==> config.mk <==
export PLATFORM = sky130hd
export DESIGN_NAME = cim_frame_ctl_flat
export DESIGN_NICKNAME = d
export VERILOG_FILES = /design/src/rtl/cim_frame_ctl_pkg.sv /design/src/rtl/cim_frame_ctl_if.sv /design/src/rtl/cim_period_gen.sv /design/src/rtl/cim_frame_ctl.sv /design/src/flat_wrapper.sv
export SDC_FILE = /design/constraint.sdc
export NUM_CORES = 1
export LEC_CHECK = 0
export CAP_MARGIN = 20
export CORE_MARGIN = 4
export CORE_UTILIZATION = 55
export DETAILED_ROUTE_END_ITERATION = 10
export PLACE_DENSITY_LB_ADDON = 0.12
export SKIP_CTS_REPAIR_TIMING = 1
export SLEW_MARGIN = 20
export SYNTH_ARGS = -nofsm -noshare
export SYNTH_HDL_FRONTEND = slang
export SYNTH_SLANG_ARGS = --single-unit
==> constraint.sdc <==
create_clock -name clk -period 3.35 [get_ports clk]
set_input_delay 0.8375 -clock clk [delete_from_list [all_inputs] [get_ports clk]]
set_output_delay 0.8375 -clock clk [all_outputs]
set_load 0.01 [all_outputs]
==> src/rtl/cim_frame_ctl_pkg.sv <==
// Shared definitions for the cascaded-integrator monitor frame controller:
// frame geometry, minimum sample period and capture FSM encoding.
package cim_frame_ctl_pkg;

    localparam int NW         = 12;
    localparam int MIN_PERIOD = NW + 2;

    typedef enum logic [1:0] {
        ST_IDLE = 2'd0,
        ST_CAP  = 2'd1,
        ST_DONE = 2'd2
    } cap_state_e;

endpackage

==> src/rtl/cim_frame_ctl_if.sv <==
// Chain shift-out and host readout signals of the frame controller.
// The master side is the chain/host, the slave side is cim_frame_ctl.
interface cim_frame_ctl_if #(
    parameter int dw = 32
);
    logic [dw-1:0] sr_out;
    logic          sr_val;
    logic [3:0]    rd_addr;
    logic [dw-1:0] rd_data;
    logic          frame_ready;
    logic          frame_ack;

    modport master (
        output sr_out, sr_val, rd_addr, frame_ack,
        input  rd_data, frame_ready
    );

    modport slave (
        input  sr_out, sr_val, rd_addr, frame_ack,
        output rd_data, frame_ready
    );
endinterface

==> src/rtl/cim_period_gen.sv <==
// Sample strobe generator: down-counter reloaded with max(period, min_period)-1,
// first strobe one cycle after enable rises.
module cim_period_gen
    import cim_frame_ctl_pkg::*;
#(
    parameter int pw         = 16,
    parameter int min_period = MIN_PERIOD
) (
    input  logic          clk,
    input  logic          rst_n,
    input  logic          enable,
    input  logic [pw-1:0] period,
    output logic          sample
);

    logic [pw-1:0] cnt_q, cnt_d;
    logic [pw-1:0] eff_period;
    logic          sample_q, sample_d;

    always_comb begin
        eff_period = (period < pw'(min_period)) ? pw'(min_period) : period;
        cnt_d      = cnt_q;
        sample_d   = 1'b0;
        if (!enable) begin
            cnt_d = '0;
        end else if (cnt_q == '0) begin
            // period is only looked at here, so a new value waits for the reload
            sample_d = 1'b1;
            cnt_d    = eff_period - pw'(1);
        end else begin
            cnt_d = cnt_q - pw'(1);
        end
    end

    always_ff @(posedge clk or negedge rst_n) begin
        if (!rst_n) begin
            cnt_q    <= '0;
            sample_q <= 1'b0;
        end else begin
            cnt_q    <= cnt_d;
            sample_q <= sample_d;
        end
    end

    assign sample = sample_q;

endmodule

==> src/rtl/cim_frame_ctl.sv <==
// Frame collector for the monitor chain: captures nw-word bursts into a
// double-buffered store and hands completed frames to the host.
module cim_frame_ctl
    import cim_frame_ctl_pkg::*;
#(
    parameter int dw = 32,
    parameter int nw = NW,
    parameter int pw = 16
) (
    input  logic             clk,
    input  logic             rst_n,
    input  logic             enable,
    input  logic [pw-1:0]    period,
    output logic             sample,
    cim_frame_ctl_if.slave   bus,
    output logic             overrun,
    output logic             frame_err,
    output logic [15:0]      frame_cnt
);

    localparam int         AW       = $clog2(2 * nw);
    localparam logic [3:0] LAST_IDX = 4'(nw - 1);

    cim_period_gen #(
        .pw         (pw),
        .min_period (nw + 2)
    ) u_period_gen (
        .clk    (clk),
        .rst_n  (rst_n),
        .enable (enable),
        .period (period),
        .sample (sample)
    );

    // Bank b occupies words b*nw .. b*nw+nw-1 of the store.
    function automatic logic [AW-1:0] mem_addr(input logic bank, input logic [3:0] idx);
        return bank ? (AW'(nw) + AW'(idx)) : AW'(idx);
    endfunction

    cap_state_e    state_q, state_d;
    logic [3:0]    idx_q, idx_d;
    logic          wr_bank_q, wr_bank_d;
    logic          frame_ready_q, frame_ready_d;
    logic          overrun_q, overrun_d;
    logic          frame_err_q, frame_err_d;
    logic [15:0]   frame_cnt_q, frame_cnt_d;
    logic [dw-1:0] rd_data_q, rd_data_d;

    logic          wr_en;
    logic [AW-1:0] wr_addr;
    logic [dw-1:0] wr_data;

    logic [dw-1:0] frame_mem [0:2*nw-1];

    always_comb begin
        state_d       = state_q;
        idx_d         = idx_q;
        wr_bank_d     = wr_bank_q;
        frame_ready_d = frame_ready_q;
        overrun_d     = overrun_q;
        frame_err_d   = frame_err_q;
        frame_cnt_d   = frame_cnt_q;
        wr_en         = 1'b0;
        wr_addr       = '0;
        wr_data       = bus.sr_out;

        // Host release comes first so that a same-cycle DONE or error can re-set flags.
        if (bus.frame_ack && frame_ready_q) begin
            frame_ready_d = 1'b0;
            overrun_d     = 1'b0;
            frame_err_d   = 1'b0;
        end

        case (state_q)
            ST_IDLE: begin
                if (bus.sr_val) begin
                    wr_en   = 1'b1;
                    wr_addr = mem_addr(wr_bank_q, 4'd0);
                    idx_d   = 4'd1;
                    state_d = ST_CAP;
                end
            end
            ST_CAP: begin
                if (bus.sr_val) begin
                    wr_en   = 1'b1;
                    wr_addr = mem_addr(wr_bank_q, idx_q);
                    if (idx_q == LAST_IDX) begin
                        idx_d   = 4'd0;
                        state_d = ST_DONE;
                    end else begin
                        idx_d = idx_q + 4'd1;
                    end
                end else begin
                    frame_err_d = 1'b1;
                    idx_d       = 4'd0;
                    state_d     = ST_IDLE;
                end
            end
            ST_DONE: begin
                if (!frame_ready_q || bus.frame_ack) begin
                    wr_bank_d     = ~wr_bank_q;
                    frame_ready_d = 1'b1;
                    frame_cnt_d   = frame_cnt_q + 16'd1;
                end else begin
                    overrun_d = 1'b1;
                end
                // A word arriving now opens the next burst in whichever bank is free.
                if (bus.sr_val) begin
                    wr_en   = 1'b1;
                    wr_addr = mem_addr(wr_bank_d, 4'd0);
                    idx_d   = 4'd1;
                    state_d = ST_CAP;
                end else begin
                    state_d = ST_IDLE;
                end
            end
            default: begin
                idx_d   = 4'd0;
                state_d = ST_IDLE;
            end
        endcase
    end

    always_comb begin
        rd_data_d = '0;
        if (bus.rd_addr < 4'(nw)) begin
            rd_data_d = frame_mem[mem_addr(~wr_bank_q, bus.rd_addr)];
        end
    end

    always_ff @(posedge clk) begin
        if (wr_en) begin
            frame_mem[wr_addr] <= wr_data;
        end
    end

    always_ff @(posedge clk or negedge rst_n) begin
        if (!rst_n) begin
            state_q       <= ST_IDLE;
            idx_q         <= 4'd0;
            wr_bank_q     <= 1'b0;
            frame_ready_q <= 1'b0;
            overrun_q     <= 1'b0;
            frame_err_q   <= 1'b0;
            frame_cnt_q   <= 16'd0;
            rd_data_q     <= '0;
        end else begin
            state_q       <= state_d;
            idx_q         <= idx_d;
            wr_bank_q     <= wr_bank_d;
            frame_ready_q <= frame_ready_d;
            overrun_q     <= overrun_d;
            frame_err_q   <= frame_err_d;
            frame_cnt_q   <= frame_cnt_d;
            rd_data_q     <= rd_data_d;
        end
    end

    assign bus.rd_data     = rd_data_q;
    assign bus.frame_ready = frame_ready_q;
    assign overrun         = overrun_q;
    assign frame_err       = frame_err_q;
    assign frame_cnt       = frame_cnt_q;

endmodule

==> src/flat_wrapper.sv <==
// flat-port wrapper written by rule: the top's interface ports become plain ports
module cim_frame_ctl_flat import cim_frame_ctl_pkg::*;
#(
    parameter int dw = 32,
    parameter int nw = NW,
    parameter int pw = 16
)
  (clk, rst_n, enable, period, sample, overrun, frame_err, frame_cnt, bus_sr_out, bus_sr_val, bus_rd_addr, bus_frame_ack, bus_rd_data, bus_frame_ready);
  cim_frame_ctl_if #(.dw(dw)) bus_i ();
  input  logic clk;
  input  logic rst_n;
  input  logic enable;
  input  logic [pw-1:0] period;
  output logic sample;
  output logic overrun;
  output logic frame_err;
  output logic [15:0] frame_cnt;
  input wire logic [$bits(bus_i.sr_out)-1:0] bus_sr_out;
  input wire logic [$bits(bus_i.sr_val)-1:0] bus_sr_val;
  input wire logic [$bits(bus_i.rd_addr)-1:0] bus_rd_addr;
  input wire logic [$bits(bus_i.frame_ack)-1:0] bus_frame_ack;
  output wire logic [$bits(bus_i.rd_data)-1:0] bus_rd_data;
  output wire logic [$bits(bus_i.frame_ready)-1:0] bus_frame_ready;
  assign bus_i.sr_out = bus_sr_out;
  assign bus_i.sr_val = bus_sr_val;
  assign bus_i.rd_addr = bus_rd_addr;
  assign bus_i.frame_ack = bus_frame_ack;
  assign bus_rd_data = bus_i.rd_data;
  assign bus_frame_ready = bus_i.frame_ready;
  cim_frame_ctl #(.dw(dw), .nw(nw), .pw(pw)) u_core (.clk(clk), .rst_n(rst_n), .enable(enable), .period(period), .sample(sample), .bus(bus_i), .overrun(overrun), .frame_err(frame_err), .frame_cnt(frame_cnt));
endmodule
== Yosys cells after proc, flatten, opt, wreduce, memory -nomap -nowiden ==
Memories as Yosys holds them, arrays and structs flattened.
Index checks and enable logic that the tools add are counted.

* Bitwise logic cells: 1
* Reductions and logical operators: 9
* Add/subtract/negate cells: 6
* Mux-type cells: 38
* Order comparisons: 2
* Equal/unequal tests: 6

{| class="wikitable"
|+ Operator list
! kind !! count
|-
| 2-to-1 mux 16 bit || 3
|-
| 2-to-1 mux 32 bit || 1
|-
| subtractor 16 x 1 -> 16 bit (second input constant) || 2
|-
| 2-to-1 mux 5 bit || 5
|-
| 2-to-1 mux 4 bit || 5
|-
| 2-to-1 mux 1 bit || 18
|-
| adder 16 x 1 -> 16 bit (second input constant) || 1
|-
| zero test 16 bit || 1
|-
| < comparator 16 x 4 -> 1 bit (second input constant) || 1
|-
| case mux 5 bit (3 select lines) || 1
|-
| adder 4 x 4 -> 5 bit (first input constant) || 2
|-
| case mux 4 bit (2 select lines) || 1
|-
| 2-to-1 mux 2 bit || 3
|-
| case mux 2 bit (3 select lines) || 1
|-
| adder 4 x 1 -> 4 bit (second input constant) || 1
|-
| equality test 4 bit (second input constant) || 1
|-
| < comparator 4 bit (second input constant) || 1
|-
| AND reduction 2 bit || 2
|-
| != test 3 x 2 -> 1 bit (second input constant) || 1
|-
| OR reduction 3 bit || 1
|-
| equality test 2 x 1 -> 1 bit (second input constant) || 1
|-
| equality test 2 bit (second input constant) || 1
|-
| zero test 2 bit || 1
|-
| != test 2 x 1 -> 1 bit (second input constant) || 1
|-
| 6 further kinds || 6
|}

* RAM bits: 768
* Word-level logic and storage cells: 73
* Output and inout bits: 52
* Memories kept: 1
* Bits in registers: 75

{| class="wikitable"
|+ Memories
! name !! words !! width !! read ports !! clocked after Yosys merged registers in !! wr ports !! RTL line !! text
|-
| u_core.frame_mem || 24 || 32 || 1 || 0 || 1 || cim_frame_ctl.sv:53 || <nowiki>logic [dw-1:0] frame_mem [0:2*nw-1];</nowiki>
|}

== Logic depth before layout (Yosys ltp) ==
* Depth in word-level cells: 7
* Depth in mapped cells: 13

== By module ==
Synthesis repeated with hierarchy kept, for this count alone.

* Cells, all modules: 1605
* Area total of the unflattened synthesis: 32751.4 um^2

{| class="wikitable"
|+ Modules (own cells, without submodules)
! module !! times used !! cells each !! area each (um^2)
|-
| cim_frame_ctl || 1 || 1466 || 31502.7
|-
| cim_period_gen || 1 || 139 || 1248.7
|}

== Worst setup path after synthesis ==
Ideal clock, no wire load.

* Path kind: input to register
* From: in bus_sr_val
* To: mem u_core.frame_mem[22][0] (enable)
* Slack: -0.673 ns
* Data required time: 2.929 ns
* Arrival: 3.602 ns
* Stages on the path: 6
* Path through: clkbuf_1 inv_1 nor3_1 nand3b_1 or3_1 nor2_1

* Word-level cells in the longest chain between the ends: 4
* Elaborated cells on any way between the ends: 8
* Classes of those cells: 8 x mux

{| class="wikitable"
|+ Ends and longest elaborated chain
! element !! RTL line !! text
|-
| start, declared || flat_wrapper.sv:19 || <nowiki>input wire logic [$bits(bus_i.sr_val)-1:0] bus_sr_val;</nowiki>
|-
| 2-to-1 mux 1 bit || cim_frame_ctl.sv:76, cim_frame_ctl.sv:84, cim_frame_ctl.sv:108 ||
|-
| 2-to-1 mux 1 bit || n/a ||
|-
| 2-to-1 mux 1 bit || cim_frame_ctl.sv:132 || <nowiki>if (wr_en) begin</nowiki>
|-
| 2-to-1 mux 1 bit (not written as such) || cim_frame_ctl.sv:133 || <nowiki>frame_mem[wr_addr] <= wr_data;</nowiki>
|-
| end, declared || cim_frame_ctl.sv:53 ||
|}

Parallel ways exist; a longest one is shown, timed or not.

== Worst setup path in the final report ==
* From: in period[10]
* To: reg u_core.u_period_gen.cnt_q[6]

* Word-level cells in the longest chain between the ends: 5

{| class="wikitable"
|+ Ends and longest elaborated chain
! element !! RTL line !! text
|-
| start, declared || flat_wrapper.sv:13 || <nowiki>input logic [pw-1:0] period;</nowiki>
|-
| < comparator 16 x 4 -> 1 bit || cim_period_gen.sv:21 || <nowiki>eff_period = (period < pw'(min_period)) ? pw'(min_period) : period;</nowiki>
|-
| 2-to-1 mux 16 bit || cim_period_gen.sv:21 ||
|-
| subtractor 16 x 1 -> 16 bit || cim_period_gen.sv:29 || <nowiki>cnt_d = eff_period - pw'(1);</nowiki>
|-
| 2-to-1 mux 16 bit || cim_period_gen.sv:26 || <nowiki>end else if (cnt_q == '0) begin</nowiki>
|-
| 2-to-1 mux 16 bit || cim_period_gen.sv:24 || <nowiki>if (!enable) begin</nowiki>
|-
| via u_core.u_period_gen.cnt_d[6] || cim_period_gen.sv:16 || <nowiki>logic [pw-1:0] cnt_q, cnt_d;</nowiki>
|-
| end signal, assigned || cim_period_gen.sv:40 || <nowiki>cnt_q <= cnt_d;</nowiki>
|-
| end, declared || cim_period_gen.sv:16 ||
|}

The timed path passes the listed nets, and every way through them passes these cells.
A chain may end at the register's enable or synchronous reset.

==> impl_summary.md <==
Floorplan
The floorplan die width is 251 um. The die covers 0.0629 sq mm. The initial core utilization is 0.558.

After floorplanning, the core was divided into 88 placement rows. The height of the chip is 251 um. The count of boundary I/O pins is 109.

The area of the placeable core is 0.0580 sq mm.

Synth
The portion of the post-synthesis area used by sequential elements is 0.770. After technology mapping, the gate count stands at 1507. edfxtp_1 takes more of the synthesized area than any other cell.

The adder-cell area share of the yosys netlist is 0.00270. After synthesis, the share of cell area in mux cells is 0.157. The main combinational cell family by area after synthesis is multiplexers. Yosys mapped the design onto 55 distinct sky130hd cell types. The number of nets handed over by synthesis was 1571. After synthesis, the mean cell area works out to 21.5 sq um.

In the post-synthesis netlist, the cell with the most instances is edfxtp_1. The number of synthesized register bits is 843. Of the total synthesized cell area, the portion taken by XOR and XNOR cells is 0.00649. In this run, synthesis inferred 768 flip-flops with an integrated enable. Sorting the synthesized cells by area gives the leading types as edfxtp_1 (71%), mux4_2 (16%), dfrtp_1 (5.8%).

The share of the synthesized area in compound gates (AO/OA/AOI/OAI) is 0.0201. By count the netlist is led by edfxtp_1 (768), mux4_2 (224), nor2_1 (89). For this run, the number of Yosys warnings is 0. Among all flip-flop cells after synthesis, the most frequent one is edfxtp_1. The area share of the largest cell type after synthesis is 0.712. The fraction of registers with async set or reset after synthesis is 0.0890. The post-synth design cell area is 0.0324 sq mm. Of the total synthesized cell area, the portion taken by AND, OR, NAND and NOR gates is 0.0331.

Worst setup path
The setup path with the least slack is of type primary input to flop. STA classifies the critical path endpoint as a flop. The cell that appears most often on the critical path is nor4_4. In this run the worst path has a maximum fanout of 5.

STA puts the critical path data arrival time at 3790 ps. The signal on the critical path passes through clkdlybuf4s50_1 > or4_4 > nor4_4 > a211o_4 > and2_4 > ha_4 > or3b_4 > mux2_4 > buf_12 > nor4_4 > xor2_1 > nor2_1. The worst stage delay on the critical path is 450 ps. On the critical path the largest part of the delay comes from simple AND/OR/NAND/NOR gates.

The worst register-to-register path has a depth of 12. The type of element launching the critical path is a primary input. For the worst setup path, the data required time is 3810 ps. The number of buffers and inverters on the critical path is 2.

The setup check on the worst reg-to-reg path leaves a slack of 320 ps. Among all stages on the critical path, the largest delay is contributed by or4_4. The path length in cells of the critical path is 12.

Power and ir drop
The design draws 23500 uW. The power density over the cells is 601 mW/mm^2. The largest voltage drop on the vdd net is 539 uV. Summed over all cells, the static leakage comes to 0.0129 uW.

Routing
The count of nets left with antenna violations once routing finished came out at 0. The wire length after detailed routing is 73.1 mm. The number of iterations in the first detailed-routing pass is 5. Dividing the detail-routed wire length by the instance count gives 27.9 um. The number of DRC violations after detailed routing is 0.

The vias after detailed routing is 16200. The starting DRC count in detailed routing is 1741. The detailed-route vias per instance is 6.17.

STA
For the pin with the worst max-slew slack, the measured transition is 985 ps. Of the available clock period, the critical path in the final layout requires 0.992. After layout, the worst setup slack is 27.0 ps. The number of max-slew violations in the final report is 0. The tightest hold path in the finished design has a slack of 253 ps. The setup violation total in the final timing report is 0. Counting I/O delays and the setup requirement, the final critical path takes 3320 ps. Based on the critical path, the design can be clocked at up to 0.301 GHz. The setup skew after layout is 18.7 ps. The count of final hold-check violations is 0.

The relative max-transition margin is 0.341.

Clock network
For the worst-skew pair, the clock arrives at the later sink with an insertion delay of 610 ps. The H-tree level count is 3. The buffer depth of the longest clock path is 3. The clock-pin slew reported for the worst setup and hold paths after clock tree synthesis is 60 ps. The CTS tree is done. The clock buffer count from CTS is 85. The number of clock sinks seen by CTS is 843. The tree is rooted in a clkbuf_16.

Hold path
The type of the tightest min-delay check is primary input to async pin.

Placement
At the end of routability-driven placement, the weighted congestion stood at 0.813. The worst setup slack after placement is -702 ps. The number of placed instances with taps included is 2461. After legalization and detailed placement, the total HPWL measured 43.8 mm. The count of port buffers added during placement is 108.

Global routing
The global-route total usage across every layer is 0.235. The via count of the first global-routing pass came to 16700. The number of antenna violations at the first check in global routing came to 1. The largest net degree at the start of global routing is 40. The total congestion overflow after global routing is 0.

The first global-routing pass estimated 109 mm of wire.

Final layout
The filler cells instantiated in the layout total 3651. The proportion of layout cells with a drive suffix above 1 is 0.299. Relative to the synthesized area, the layout overhead comes to 20.8%. The number of non-filler instances in the completed layout is 2624. The net count reported at finish is 1850.

Flow run
Across the run, the number of max-cap violations was 0.

Run status
The flow ran to the end, and the final reports show no timing, DRC or antenna violations.
kinds of logic (layout without fill, tap and decap cells):
logic type | Yosys count | count (layout)
AO/OA/AOI/OAI | 84 | 84
XOR/XNOR | 24 | 24
adder cells (fa/ha/maj) | 7 | 7
buffers and inverters | 84 | 435
flip-flops | 843 | 843
multiplexers | 229 | 229
other | 0 | 1
AND/OR/NAND/NOR | 236 | 236
layer usage:
layer | GRT usage | part of all wire
met5 | 0 | 0
met4 | 0.0495 | 0.012
met3 | 0.0434 | 0.068
met2 | 0.370 | 0.49
met1 | 0.357 | 0.43
per-stage QoR:
stage	instance area [sq um]	setup TNS (ps)	utilization
floorplan	32500	-170320	-
global placement	36300	-6160	0.626
detailed placement	36300	-12690	0.626
CTS	39100	-94.9	0.673
global route	39100	-2.55	0.674
finish	39100	0	0.674
flip-flops by register name, summed over array words and instances (netlist names):
signal,count
u_core.bus.frame_ready,1
u_core.frame_err,1
u_core.wr_bank_q,1
u_core.frame_mem,768
u_core.idx_q,4
u_core.overrun,1
u_core.u_period_gen.sample,1
u_core.frame_cnt,16
u_core.bus.rd_data,32
u_core.state_q,2
u_core.u_period_gen.cnt_q,16
worst register-to-register path, cell delays in order, from the launching register on:
cell and delay (ps):
dfrtp_1 460, nor4_1 580, nand4_1 270, a211o_4 370, and2_4 150, ha_4 160
nor4b_2 150, o41ai_1 70, mux2_4 290, buf_4 150, nor4_4 40, xor2_1 160
nor2_1 120
placed cells by master, fill, tap and decap left out, types with 4 or more instances in the layout:
| cell type | synthesis | layout |
|---|---|---|
| clkbuf_8 | 0 | 6 |
| a21o_1 | 4 | 4 |
| xnor2_1 | 14 | 13 |
| nor4_1 | 8 | 6 |
| o21ai_0 | 6 | 6 |
| buf_12 | 0 | 59 |
| clkbuf_1 | 48 | 18 |
| dfrtp_1 | 75 | 75 |
| edfxtp_1 | 768 | 768 |
| clkinv_1 | 0 | 16 |
| nand3_1 | 13 | 13 |
| a21oi_1 | 12 | 12 |
| nor2_4 | 0 | 25 |
| nand2_1 | 78 | 78 |
| and3_1 | 4 | 4 |
| bufinv_16 | 0 | 6 |
| nor2_1 | 89 | 64 |
| inv_1 | 11 | 11 |
| nand4_1 | 4 | 4 |
| clkinv_2 | 0 | 19 |
| dlymetal6s2s_1 | 0 | 7 |
| buf_4 | 1 | 99 |
| ha_1 | 7 | 5 |
| a311oi_1 | 33 | 33 |
| nor3_1 | 15 | 15 |
| xor2_1 | 10 | 9 |
| clkbuf_16 | 0 | 87 |
| mux4_2 | 224 | 224 |
| o22ai_1 | 4 | 4 |
| or3_1 | 5 | 5 |
| clkdlybuf4s50_1 | 0 | 98 |
worst paths after layout:
path                                                   start                             to
worst max-delay path                              period[10]   u_core.u_period_gen.cnt_q[6]
worst min-delay path                                   rst_n         u_core.bus.rd_data[25]
worst max register to register  u_core.u_period_gen.cnt_q[5]  u_core.u_period_gen.cnt_q[14]
worst min register to register          u_core.frame_cnt[15]           u_core.frame_cnt[15]
max in group asynchronous                              rst_n          u_core.bus.rd_data[8]
min in group clk                        u_core.frame_cnt[15]           u_core.frame_cnt[15]
final cells by class:
cell class,count,area (sq um),area share
repair buffers,265,3020,0.0772
flip-flops and latches,843,24900,0.637
clock inverters,49,417,0.0106
well taps,765,957,0.0245
clock buffers,110,2310,0.0591
diodes,1,2.50,0.0000640
inverters,11,41.3,0.00106
multi-input cells,580,7430,0.190
where the power goes:
group / total [uW] / switching [uW] / internal [uW]
clock: 9190 / 3830 / 5350
combinational: 2460 / 1300 / 1150
sequential: 11900 / 145 / 11700
(Power assumes the default switching activity.)
